## config.mk

```make
export PLATFORM = sky130hd
export DESIGN_NAME = seven_segment_scan_driver
export DESIGN_NICKNAME = d
export VERILOG_FILES = /design/src/rtl/seven_segment_scan_driver.sv
export SDC_FILE = /design/constraint.sdc
export NUM_CORES = 1
export LEC_CHECK = 0
export BUFFER_PORTS_ARGS = -buffer_cell sky130_fd_sc_hd__clkbuf_2
export CAP_MARGIN = 5
export CORE_ASPECT_RATIO = 1.5
export CORE_MARGIN = 2
export CORE_UTILIZATION = 54
export DETAILED_ROUTE_END_ITERATION = 10
export GPL_ROUTABILITY_DRIVEN = 0
export GPL_TIMING_DRIVEN = 0
export PLACE_DENSITY = 0.73
export SETUP_SLACK_MARGIN = 0.05
export SYNTH_ARGS = -nofsm -noshare
export SYNTH_HDL_FRONTEND = slang
export SYNTH_SLANG_ARGS = --single-unit
export TNS_END_PERCENT = 100
```

## constraint.sdc

```tcl
create_clock -name clock -period 2.2 [get_ports clock]
set_clock_uncertainty 0.15 [all_clocks]
set_input_delay 0.11 -clock clock [delete_from_list [all_inputs] [get_ports clock]]
set_output_delay 0.11 -clock clock [all_outputs]
set_load 0.01 [all_outputs]
```

## src/rtl/seven_segment_scan_driver.sv

```systemverilog
// Multiplexed seven-segment feeder: hex or double-dabble decimal load,
// free-running digit scan with leading-zero blanking.
module seven_segment_scan_driver #(
  parameter int DIGITS      = 4,
  parameter int REFRESH_DIV = 50000,
  parameter int BIN_W       = 14
) (
  input  logic              clock,
  input  logic              reset,
  input  logic              io_valid,
  output logic              io_ready,
  input  logic [BIN_W-1:0]  io_value,
  input  logic              io_hexMode,
  input  logic              io_blankLeading,
  output logic [3:0]        io_digit,
  output logic [DIGITS-1:0] io_anode,
  output logic              io_blank,
  output logic              io_overflow
);

  localparam int DW = 4 * DIGITS;
  localparam int PW = (REFRESH_DIV > 1) ? $clog2(REFRESH_DIV) : 1;
  localparam int IW = (DIGITS > 1) ? $clog2(DIGITS) : 1;
  localparam int CW = $clog2(BIN_W + 1);

  function automatic longint unsigned pow10m1(input int n);
    longint unsigned r;
    r = 1;
    for (int i = 0; i < n; i++) r = r * 10;
    return r - 1;
  endfunction

  localparam longint unsigned DEC_MAX = pow10m1(DIGITS);

  typedef enum logic {IDLE, CONVERT} state_t;

  state_t           state_q, state_d;
  logic [DW-1:0]    disp_q, disp_d;
  logic [DW-1:0]    bcd_q, bcd_d;
  logic [BIN_W-1:0] shift_q, shift_d;
  logic [CW-1:0]    cnt_q, cnt_d;
  logic             blank_en_q, blank_en_d;
  logic             blank_pend_q, blank_pend_d;
  logic             ovf_q, ovf_d;
  logic [PW-1:0]    presc_q, presc_d;
  logic [IW-1:0]    idx_q, idx_d;

  logic [DW-1:0]    hex_load;
  logic [DW-2:0]    bcd_adj;
  logic [DW-1:0]    bcd_next;
  logic [3:0]       top_nib;
  logic             all_zero;

  if (BIN_W >= DW) begin : g_trunc
    assign hex_load = io_value[DW-1:0];
  end else begin : g_ext
    assign hex_load = {{(DW - BIN_W){1'b0}}, io_value};
  end

  // Top digit keeps only 3 bits: its MSB is shifted out and dropped.
  always_comb begin
    bcd_adj = '0;
    for (int i = 0; i < DIGITS - 1; i++) begin
      if (bcd_q[4*i +: 4] >= 4'd5)
        bcd_adj[4*i +: 4] = bcd_q[4*i +: 4] + 4'd3;
      else
        bcd_adj[4*i +: 4] = bcd_q[4*i +: 4];
    end
    top_nib = bcd_q[DW-1 -: 4];
    bcd_adj[DW-2 -: 3] = top_nib[2:0]
                       + ((top_nib >= 4'd5) ? 3'd3 : 3'd0);
    bcd_next = {bcd_adj, shift_q[BIN_W-1]};
  end

  always_comb begin
    state_d      = state_q;
    disp_d       = disp_q;
    bcd_d        = bcd_q;
    shift_d      = shift_q;
    cnt_d        = cnt_q;
    blank_en_d   = blank_en_q;
    blank_pend_d = blank_pend_q;
    ovf_d        = ovf_q;
    unique case (state_q)
      IDLE: begin
        if (io_valid) begin
          if (io_hexMode) begin
            disp_d     = hex_load;
            ovf_d      = 1'b0;
            blank_en_d = io_blankLeading;
          end else begin
            state_d      = CONVERT;
            shift_d      = io_value;
            bcd_d        = '0;
            cnt_d        = CW'(BIN_W);
            ovf_d        = 64'(io_value) > DEC_MAX;
            blank_pend_d = io_blankLeading;
          end
        end
      end
      CONVERT: begin
        bcd_d   = bcd_next;
        shift_d = shift_q << 1;
        cnt_d   = cnt_q - CW'(1);
        if (cnt_q == CW'(1)) begin
          disp_d     = bcd_next;
          blank_en_d = blank_pend_q;
          state_d    = IDLE;
        end
      end
      default: state_d = IDLE;
    endcase
  end

  always_comb begin
    presc_d = presc_q + PW'(1);
    idx_d   = idx_q;
    if (presc_q == PW'(REFRESH_DIV - 1)) begin
      presc_d = '0;
      idx_d   = (idx_q == IW'(DIGITS - 1)) ? '0 : idx_q + IW'(1);
    end
  end

  always_ff @(posedge clock or posedge reset) begin
    if (reset) begin
      state_q      <= IDLE;
      disp_q       <= '0;
      bcd_q        <= '0;
      shift_q      <= '0;
      cnt_q        <= '0;
      blank_en_q   <= 1'b0;
      blank_pend_q <= 1'b0;
      ovf_q        <= 1'b0;
      presc_q      <= '0;
      idx_q        <= '0;
    end else begin
      state_q      <= state_d;
      disp_q       <= disp_d;
      bcd_q        <= bcd_d;
      shift_q      <= shift_d;
      cnt_q        <= cnt_d;
      blank_en_q   <= blank_en_d;
      blank_pend_q <= blank_pend_d;
      ovf_q        <= ovf_d;
      presc_q      <= presc_d;
      idx_q        <= idx_d;
    end
  end

  always_comb begin
    io_anode = '0;
    io_digit = '0;
    all_zero = 1'b1;
    for (int i = 0; i < DIGITS; i++) begin
      if (int'(idx_q) == i) begin
        io_anode[i] = 1'b1;
        io_digit    = disp_q[4*i +: 4];
      end
      if (i >= int'(idx_q) && disp_q[4*i +: 4] != 4'd0)
        all_zero = 1'b0;
    end
  end

  assign io_blank    = blank_en_q && (idx_q != '0) && all_zero;
  assign io_ready    = (state_q == IDLE);
  assign io_overflow = ovf_q;

endmodule

```

==> results.md, run 1 <==
- Ys flop type: dfrtp_1
- IO buf count: 29
- Sw frac: 38.5%
- Cell mode on critical path: a21oi_1
- Net Sw Power: 0.00217 W
- Pwr/cell area: 1270 mW/mm^2
- Setup crit start kind: register
- CP Class: register to output port
- Initial antenna violation count: 0
- Normalized max-slew margin: 41.0%
- Worst-case clock buffer depth: 2
- Routed via count: 3068
- Post-Synthesis Cells: 381
- Fin crit share: 94.5%
- Commonest cells after routing, fill and taps aside: dfrtp_1, nand2_1, nor2_1
- Async SR Flop Fraction: 100%
- Final HPWL DP: 6250 um
- Die W: 71.5 um
- Most area-consuming cells after synthesis: dfrtp_1, ha_1, nand2_1, nor2_1, o21ai_0
- Status: finished clean
- # DRC: 0
- Worst-Skew Late Latency: 0.35 ns
- Post-synth EDFFs: 0
- Count of final setup violators: 0
- RSZ-0062 raised after global routing: true
- CP Capture Type: output port
- Flops & latches, synth: 72
- Final WL: 8910 um
- Commonest non-fill, non-tap cell in the layout: dfrtp_1
- Logic pwr share: 38.4%
- Register share of total power: 38.8%
- Critical-path top delay cell: dfrtp_1
- Starting DRC count in detailed routing: 154
- Largest net degree at the start of global routing: 73
- Rows: 36
- Clock power frac: 22.8%
- DR vias/cell: 5.90
- Cts bufs inserted: 9
- Final Cell Area: 0.00443 mm^2
- Final min period: 2.08 ns
- Crit path arrival time: 1.82 ns
- Sequential area share after synthesis: 48.8%
- First-pass GRT wire length: 14700 um
- Max Cap Viol: 0
- Fmax: 481 MHz
- Worst endpoint required time: 1.94 ns
- Max Slew Vio Count: 0
- Cell taking the most area after synthesis: dfrtp_1
- Leak Pwr: 2.03 nW
- Die ar.: 0.00752 mm^2
- Yosys top cell area share: 48.8%
- CTS Root Cell: clkbuf_8
- Worst-path clk slew: 0.08 ns
- Yosys warning total: 0
- H-tree lvl count: 3
- Dpl cell area: 0.00393 mm^2
- CP Cell Sequence: inv_1, ha_2, nand3b_1, a21oi_1, a21oi_1, o21ai_1, clkbuf_2
- Layout cells sized above 1: 18.0%
- CTS tree: done
- Hold crit path type: primary input to register
- Initial Util: 56.1%
- CP peak stage delay: 0.42 ns
- Gr usage total: 25.0%
- Mean Syn Cell Area: 9.68 um^2
- Antenna Cells: 0
- Area added between synthesis and finish: 20.1%
- CP max FO: 4
- Layout net count: 474
- Slew @ Worst Pin: 0.885 ns
- Die height: 105 um
- Vias in the first global route: 3043
- Synth cell types: 46
- Mapped Nets: 416
- Drt pass-1 iters: 5
- Hold Fails Final Rpt: 0
- Post-synthesis cell area: 0.00369 mm^2
- # IOs: 30
- TNS Setup: 0 ns
- Int Pwr: 0.00347 W
- CTS sink cnt: 72
- WL/cell: 17.1 um
- GRT Residual Overflow: 0
- Post-route ant nets: 0
- Fillers: 497
- Worst ir drop on vdd: 0.933 mV
- Total core area: 0.00658 mm^2
[worst paths after layout]
| path | startpoint | endpoint | slack (ns) | cells after the start |
|---|---|---|---|---|
| setup / recovery | idx_q[0]$_DFFE_PP0N_ | io_digit[2] | 0.12 | 7 |
| hold / removal | io_hexMode | blank_pend_q$_DFFE_PP0P_ | 0.03 | 3 |
| setup reg to reg | cnt_q[1]$_DFFE_PP0P_ | disp_q[10]$_DFFE_PP0P_ | 0.16 | 7 |
| hold reg to reg | shift_q[2]$_DFFE_PP0P_ | shift_q[2]$_DFFE_PP0P_ | 0.34 | 2 |
| max in group asynchronous | reset | disp_q[10]$_DFFE_PP0P_ | 0.97 | 3 |
| min in group asynchronous | reset | presc_q[6]$_DFF_PP0_ | 0.34 | 3 |
[worst max-delay path: cells and delay by family (launching register included)]
kind	cells	cell delay (ns)
flip-flops	1	0.42
AND/OR/NAND/NOR	1	0.09
adder cells (fa/ha/maj)	1	0.26
buffers and inverters	2	0.26
AO/OA/AOI/OAI	3	0.44
[stage by stage]
stage	power, W	hold slack (ns)	instances	worst slack (ns)	util, %
6_report	0.00564	0.0346	520	0.121	67.4
5_1_grt	0.00603	0.0149	520	0.0158	67.4
4_1_cts	0.00559	0.0152	521	0.0443	66.6
3_5_place_dp	0.00429	0.197	486	0.0758	59.8
3_3_place_gp	0.00417	0.224	486	-0.722	59.8
2_1_floorplan	0.00364	0.112	381	0.115	-
[state kept, by name, indices dropped and copies added (netlist names)]
name / flops
disp_q: 16
presc_q: 16
state_q: 1
bcd_q: 16
idx_q: 2
blank_en_q: 1
cnt_q: 4
shift_q: 14
blank_pend_q: 1
io_overflow: 1
[power groups by stage]
| stage | sequential (W) | clock (W) | combinational, W |
|---|---|---|---|
| after floorplan | 0.00207 | 0 | 0.00157 |
| after global placement | 0.00215 | 0 | 0.00202 |
| after detailed placement | 0.00218 | 0 | 0.00211 |
| after CTS | 0.00216 | 0.00129 | 0.00214 |
| after global routing | 0.00224 | 0.00136 | 0.00243 |
| final | 0.00219 | 0.00129 | 0.00217 |
[repair_timing]
| item | 4_1_cts | 5_1_grt |
|---|---|---|
| hold buffers | 18 | 0 |
| buffers inserted | 2 | 0 |
| pin swaps | 1 | 2 |
| gates resized for setup | 4 | 12 |
| endpoints found under the hold margin | 95 | 0 |
| endpoints found under the setup margin | 8 | 7 |
| gates cloned | 0 | 0 |
[cells by family (layout without fill, tap and decap cells)]
group	count (synthesis)	in the layout	share of synthesized area [%]
compound gates	80	80	13.6
xor+xnor	18	18	4.27
simple gates	144	144	19.5
fa+ha+maj	16	16	5.63
flops	72	72	48.8
mux	14	14	4.00
buf+inv	37	100	4.17
[cell usage after synthesis (4+ instances only)]
| cell | n |
|---|---|
| o21ai_0 | 26 |
| inv_1 | 20 |
| clkbuf_1 | 6 |
| nand2_1 | 38 |
| ha_1 | 15 |
| xor2_1 | 10 |
| mux2_2 | 6 |
| a31oi_1 | 11 |
| nor2b_1 | 7 |
| buf_1 | 4 |
| nor4_1 | 5 |
| mux2i_1 | 8 |
| nor2_1 | 38 |
| o31ai_1 | 4 |
| nand3_1 | 13 |
| or3_1 | 6 |
| a21oi_1 | 18 |
| xnor2_1 | 8 |
| nor3_1 | 10 |
| nand2b_1 | 5 |
| buf_2 | 6 |
| dfrtp_1 | 72 |
[layer usage]
metal / vias up / GRT usage, % / wire length, um
met5: - / 0 / 0
met4: 0 / 9.16 / 140
met3: 14 / 3.54 / 416
met2: 90 / 43.2 / 4640
met1: 1510 / 31.4 / 3720
li1: 1454 / - / -
[cell type report]
cell class                      count  area [um^2]  share of cell area, %
Buffer                             15         76.3                   1.72
Inverter                           20         77.6                   1.75
Tap cell                           76         95.1                   2.15
Multi-Input combinational cell    272         1800                   40.5
Timing Repair Buffer               49          340                   7.68
Clock buffer                        9          124                   2.80
Clock inverter                      7          120                   2.71
Sequential cell                    72         1800                   40.7
No activity file was read; power rests on OpenSTA's default activity.
==> run 2, diff against run 1 <==
--- a/config.mk
+++ b/config.mk
@@ -5,15 +5,15 @@
 export SDC_FILE = /design/constraint.sdc
 export NUM_CORES = 1
 export LEC_CHECK = 0
-export BUFFER_PORTS_ARGS = -buffer_cell sky130_fd_sc_hd__clkbuf_2
 export CAP_MARGIN = 5
 export CORE_ASPECT_RATIO = 1.5
 export CORE_MARGIN = 2
-export CORE_UTILIZATION = 54
+export CORE_UTILIZATION = 57
 export DETAILED_ROUTE_END_ITERATION = 10
+export DONT_BUFFER_PORTS = 1
 export GPL_ROUTABILITY_DRIVEN = 0
 export GPL_TIMING_DRIVEN = 0
-export PLACE_DENSITY = 0.73
+export PLACE_DENSITY = 0.72
 export SETUP_SLACK_MARGIN = 0.05
 export SYNTH_ARGS = -nofsm -noshare
 export SYNTH_HDL_FRONTEND = slang
==> results.md, run 2 (synthesized netlist as in run 1, its figures left out) <==
- R2R Path Start: cnt_q[1]$_DFFE_PP0P_
- Final HPWL DP: 6040 um
- Final Cell Area: 0.00428 mm^2
- CP Capture Type: output port
- Max Slew Vio Count: 0
- Setup Buffers After CTS: 0
- Normalized max-slew margin: 40.9%
- Layout net count: 448
- Global routing usage on met2: 47.3%
- Area of the multi-input gates: 0.00180 mm^2
- Commonest cells after routing, fill and taps aside: dfrtp_1, nand2_1, nor2_1
- R2R setup slack: 0.18 ns
- Crit path buffers/inverters: 1
- Fillers: 478
- Post-route ant nets: 0
- Final core utilization: 68.8%
- Clock power frac: 20.3%
- CP max FO: 6
- # DRC: 0
- Initial Util: 59.3%
- Top flop regs: bcd_q x16, disp_q x16, presc_q x16
- Worst ir drop on vdd: 0.909 mV
- Drt pass-1 iters: 4
- WHS: 0.0282 ns
- Area added between synthesis and finish: 16.0%
- Final WL: 8610 um
- Hold crit path type: primary input to register
- Setup crit start kind: register
- Routed via count: 2940
- Die height: 103 um
- Met3 global-route usage: 4.59%
- Crit path arrival time: 1.76 ns
- CTS Root Cell: clkbuf_8
- Crit-path leading delay family: flip-flops
- CTS sink cnt: 72
- Die ar.: 0.00715 mm^2
- Commonest non-fill, non-tap cell in the layout: dfrtp_1
- Worst-case clock buffer depth: 2
- Antenna Cells: 0
- Leak Pwr: 1.90 nW
- Net Sw Power: 0.00208 W
- Initial antenna violation count: 0
- Logic pwr share: 39.3%
- Worst-Skew Late Latency: 0.34 ns
- Slew @ Worst Pin: 0.886 ns
- DR vias/cell: 5.98
- CTS tree: done
- FF-to-FF End: disp_q[2]$_DFFE_PP0P_
- Hold depth: 3
- Cts bufs inserted: 9
- Global route hottest layer: met2
- H-tree lvl count: 3
- WL/cell: 17.5 um
- Fmax: 496 MHz
- Fin crit share: 91.7%
- Worst endpoint required time: 1.94 ns
- Hold Path Origin: io_value[2]
- Gr usage total: 26.5%
- Die W: 69.7 um
- Dpl ws: 0.0954 ns
- TNS Setup: 0 ns
- GRT Residual Overflow: 0
- CP Class: register to output port
- Setup ws final: 0.182 ns
- Critical-path top delay cell: dfrtp_2
- Total core area: 0.00622 mm^2
- Met1 Use GR: 31.3%
- CP peak stage delay: 0.45 ns
- IO buf count: 0
- Count of final setup violators: 0
- Rows: 35
- Vias in the first global route: 3088
- Layout cells sized above 1: 12.9%
- RSZ-0062 raised after global routing: false
- # IOs: 30
- Starting DRC count in detailed routing: 145
- Largest net degree at the start of global routing: 73
- Register area: 0.00180 mm^2
- Dpl cell area: 0.00378 mm^2
- Pwr/cell area: 1250 mW/mm^2
- Sw frac: 38.9%
- Max Cap Viol: 0
- Reg2reg path depth: 7
- Int Pwr: 0.00328 W
- CP Cell Sequence: inv_1, ha_4, nor2b_4, a221oi_1, o31ai_2
- Hold Fails Final Rpt: 0
- Final min period: 2.02 ns
- Status: finished clean
- Worst-path clk slew: 0.08 ns
- Register share of total power: 40.4%
- First-pass GRT wire length: 14700 um
- Worst Hold End: disp_q[2]$_DFFE_PP0P_
run 2: cell types whose count changed in the layout (fill, tap and decap cells not counted), sizes merged:
cell and delta:
clkinvlp +1, bufinv -2, dlygate4sd3 +3, buf -2, clkbuf -25, clkinv -1
run 2: worst max-delay path by stage:
stage                              to                 start  cells after the start  slack, ns
2_1_floorplan    bcd_q[0]$_DFFE_PP0P_                 reset                      1       0.12
4_1_cts        disp_q[12]$_DFFE_PP0P_     state_q$_DFF_PP0_                      6       0.07
6_report                  io_digit[3]  idx_q[1]$_DFFE_PP0N_                      5       0.18
3_5_place_dp   shift_q[4]$_DFFE_PP0P_     state_q$_DFF_PP0_                      6        0.1
3_3_place_gp     bcd_q[7]$_DFFE_PP0P_                 reset                      1      -0.69
5_1_grt          idx_q[1]$_DFFE_PP0N_  presc_q[5]$_DFF_PP0_                      5       0.06
run 2: worst register-to-register path: cells and delay by family, from the launching register on:
| family | cells | cell delay (ns) |
|---|---|---|
| DFF | 1 | 0.38 |
| buffers and inverters | 2 | 0.33 |
| and+or+nand+nor | 1 | 0.28 |
| adders and majority gates | 1 | 0.18 |
| AOI/OAI and AO/OA | 3 | 0.60 |
run 2: per-stage QoR:
step	std cells	total power (W)
after floorplan	381	0.00364
after global placement	455	0.00412
after detailed placement	455	0.00419
after CTS	492	0.00534
after global routing	492	0.00574
final	492	0.00536
run 2: metal layers:
layer,vias up,part of all wire [%],wire length [um]
li1,1408,-,-
met3,14,3.9,340
met5,-,0,0
met2,73,52,4520
met4,0,1.7,146
met1,1445,42,3600
run 2: repair_timing:
item                       CTS  global route
setup endpoints to repair    5            30
hold endpoints to repair   102             0
cloned                       0             0
resized for setup            8            14
hold buffers                21             0
pin swaps                    1             1
run 2: cell type report:
cell class / instances / share of cell area [%]
repair buffers: 21 / 4.91
plain buffers: 17 / 2.02
flip-flops and latches: 72 / 42.2
multi-input cells: 272 / 42.1
clock inverters: 5 / 1.29
inverters: 20 / 1.81
clock buffers: 11 / 3.54
well taps: 74 / 2.16
run 2: power groups by stage:
stage	combinational [W]	clock [W]	sequential, W
2_1_floorplan	0.00157	0	0.00207
5_1_grt	0.00235	0.00117	0.00222
3_5_place_dp	0.00202	0	0.00217
3_3_place_gp	0.00196	0	0.00216
4_1_cts	0.00208	0.00110	0.00215
6_report	0.00210	0.00109	0.00217
==> run 3, diff against run 2 <==
--- a/config.mk
+++ b/config.mk
@@ -13,7 +13,7 @@
 export DONT_BUFFER_PORTS = 1
 export GPL_ROUTABILITY_DRIVEN = 0
 export GPL_TIMING_DRIVEN = 0
-export PLACE_DENSITY = 0.72
+export PLACE_DENSITY = 0.78
 export SETUP_SLACK_MARGIN = 0.05
 export SYNTH_ARGS = -nofsm -noshare
 export SYNTH_HDL_FRONTEND = slang
==> results.md, run 3 (synthesized netlist as in run 1, its figures left out) <==
- Final min period: 2.05 ns
- Critical-path top delay cell: dfrtp_2
- Normalized max-slew margin: 42.5%
- Drt pass-1 iters: 5
- Hold Fails Final Rpt: 0
- Fin crit share: 93.0%
- Commonest cells after routing, fill and taps aside: dfrtp_1, nand2_1, nor2_1
- Hold crit path type: primary input to register
- Die height: 103 um
- Total core area: 0.00622 mm^2
- Hold Path Origin: io_valid
- H-tree lvl count: 3
- Top flop regs: bcd_q x16, disp_q x16, presc_q x16
- CTS tree: done
- GRT Residual Overflow: 0
- Top layer reached by signal wires: met4
- Fillers: 466
- Layout cells sized above 1: 13.4%
- Largest net degree at the start of global routing: 73
- Metal1 wirelength: 3610 um
- R2R setup slack: 0.15 ns
- IO buf count: 0
- Worst Hold End: blank_pend_q$_DFFE_PP0P_
- Crit-path leading delay family: compound AO/OA/AOI/OAI gates
- Reg2reg path depth: 7
- Metal3 WL: 411 um
- Worst ir drop on vdd: 0.885 mV
- Register area: 0.00180 mm^2
- Max Slew Vio Count: 0
- R2R Path Start: state_q$_DFF_PP0_
- Initial antenna violation count: 0
- DR vias/cell: 6.12
- Final Cell Area: 0.00425 mm^2
- Max Cap Viol: 0
- Rows: 35
- # IOs: 30
- Antenna Cells: 0
- Commonest non-fill, non-tap cell in the layout: dfrtp_1
- CTS sink cnt: 72
- Met2 wire length: 4530 um
- Dpl cell area: 0.00378 mm^2
- Area added between synthesis and finish: 15.1%
- Setup Buffers After CTS: 0
- Crit path arrival time: 1.79 ns
- Initial Util: 59.3%
- Crit path buffers/inverters: 1
- Vias in the first global route: 3187
- CP Cell Sequence: inv_2, ha_4, nor2b_2, a221oi_1, o31ai_2
- Count of final setup violators: 0
- Leak Pwr: 1.89 nW
- Die W: 69.7 um
- Dpl ws: 0.0987 ns
- Pwr/cell area: 1240 mW/mm^2
- Layout net count: 447
- RSZ-0062 raised after global routing: false
- CP Class: register to output port
- FF-to-FF End: io_overflow$_DFFE_PP0P_
- Starting DRC count in detailed routing: 157
- Worst-Skew Late Latency: 0.35 ns
- CP max FO: 6
- WL/cell: 17.9 um
- Routed via count: 3003
- Final HPWL DP: 5960 um
- Worst-path clk slew: 0.08 ns
- CP peak stage delay: 0.47 ns
- CTS Root Cell: clkbuf_8
- Setup ws final: 0.155 ns
- WHS: 0.0135 ns
- CP Capture Type: output port
- First-pass GRT wire length: 14900 um
- Gr usage total: 27.0%
- Area of the multi-input gates: 0.00181 mm^2
- Final WL: 8800 um
- Post-route ant nets: 0
- Die ar.: 0.00715 mm^2
- Setup crit start kind: register
- Hold depth: 3
- Worst endpoint required time: 1.94 ns
- Slew @ Worst Pin: 0.863 ns
- Worst-case clock buffer depth: 2
- Fmax: 489 MHz
- Cts bufs inserted: 9
- # DRC: 0
- Status: finished clean
run 3: how the worst max path moves through the flow:
stage / slack (ns) / from / depth (start not counted) / end
3_5_place_dp: 0.1 / state_q$_DFF_PP0_ / 6 / shift_q[4]$_DFFE_PP0P_
4_1_cts: 0.07 / idx_q[0]$_DFFE_PP0N_ / 5 / io_digit[3]
5_1_grt: 0.05 / idx_q[0]$_DFFE_PP0N_ / 5 / io_digit[3]
3_3_place_gp: -0.62 / reset / 1 / bcd_q[5]$_DFFE_PP0P_
6_report: 0.15 / idx_q[0]$_DFFE_PP0N_ / 5 / io_digit[3]
2_1_floorplan: 0.12 / reset / 1 / bcd_q[0]$_DFFE_PP0P_
run 3: repair_timing:
item | in CTS | in global routing
setup endpoints to repair | 5 | 32
hold endpoints to repair | 102 | 0
hold buffers | 20 | 0
gates resized for setup | 7 | 18
pin swaps | 0 | 2
run 3: layout make-up:
| cell class | instances | area share (%) |
|---|---|---|
| flip-flops and latches | 72 | 42.5 |
| well taps | 74 | 2.18 |
| clock inverters | 6 | 1.03 |
| clock buffers | 10 | 3.24 |
| repair buffers | 20 | 4.71 |
| plain buffers | 17 | 2.00 |
| multi-input cells | 272 | 42.5 |
| inverters | 20 | 1.83 |
run 3: worst register-to-register path: cells and delay by family (launching register included):
family                 cells  cell delay (ns)
flip-flops                 1             0.38
buffers and inverters      4             1.10
AND/OR/NAND/NOR            2             0.21
AO/OA/AOI/OAI              1             0.08
run 3: per-stage QoR:
step	power, W	utilization (%)	setup TNS [ns]	cells
final	0.00529	68.3	0	491
after global routing	0.00568	68.3	0	491
after CTS	0.00522	67.4	0	491
after detailed placement	0.00419	60.9	0	455
after global placement	0.00411	60.8	-44.02	455
after floorplan	0.00364	-	0	381
run 3: report_power, final:
group	switching [W]	internal [W]	leakage, nW
registers	0.000367	0.00180	0.893
logic	0.00125	0.000900	0.902
clock network	0.000527	0.000444	0.0926
run 3: per-layer routing:
| layer | global-route usage, % | vias up |
|---|---|---|
| met5 | 0 | - |
| met4 | 13.2 | 0 |
| met3 | 6.26 | 23 |
| met2 | 46.7 | 97 |
| met1 | 31.9 | 1480 |
| li1 | - | 1403 |
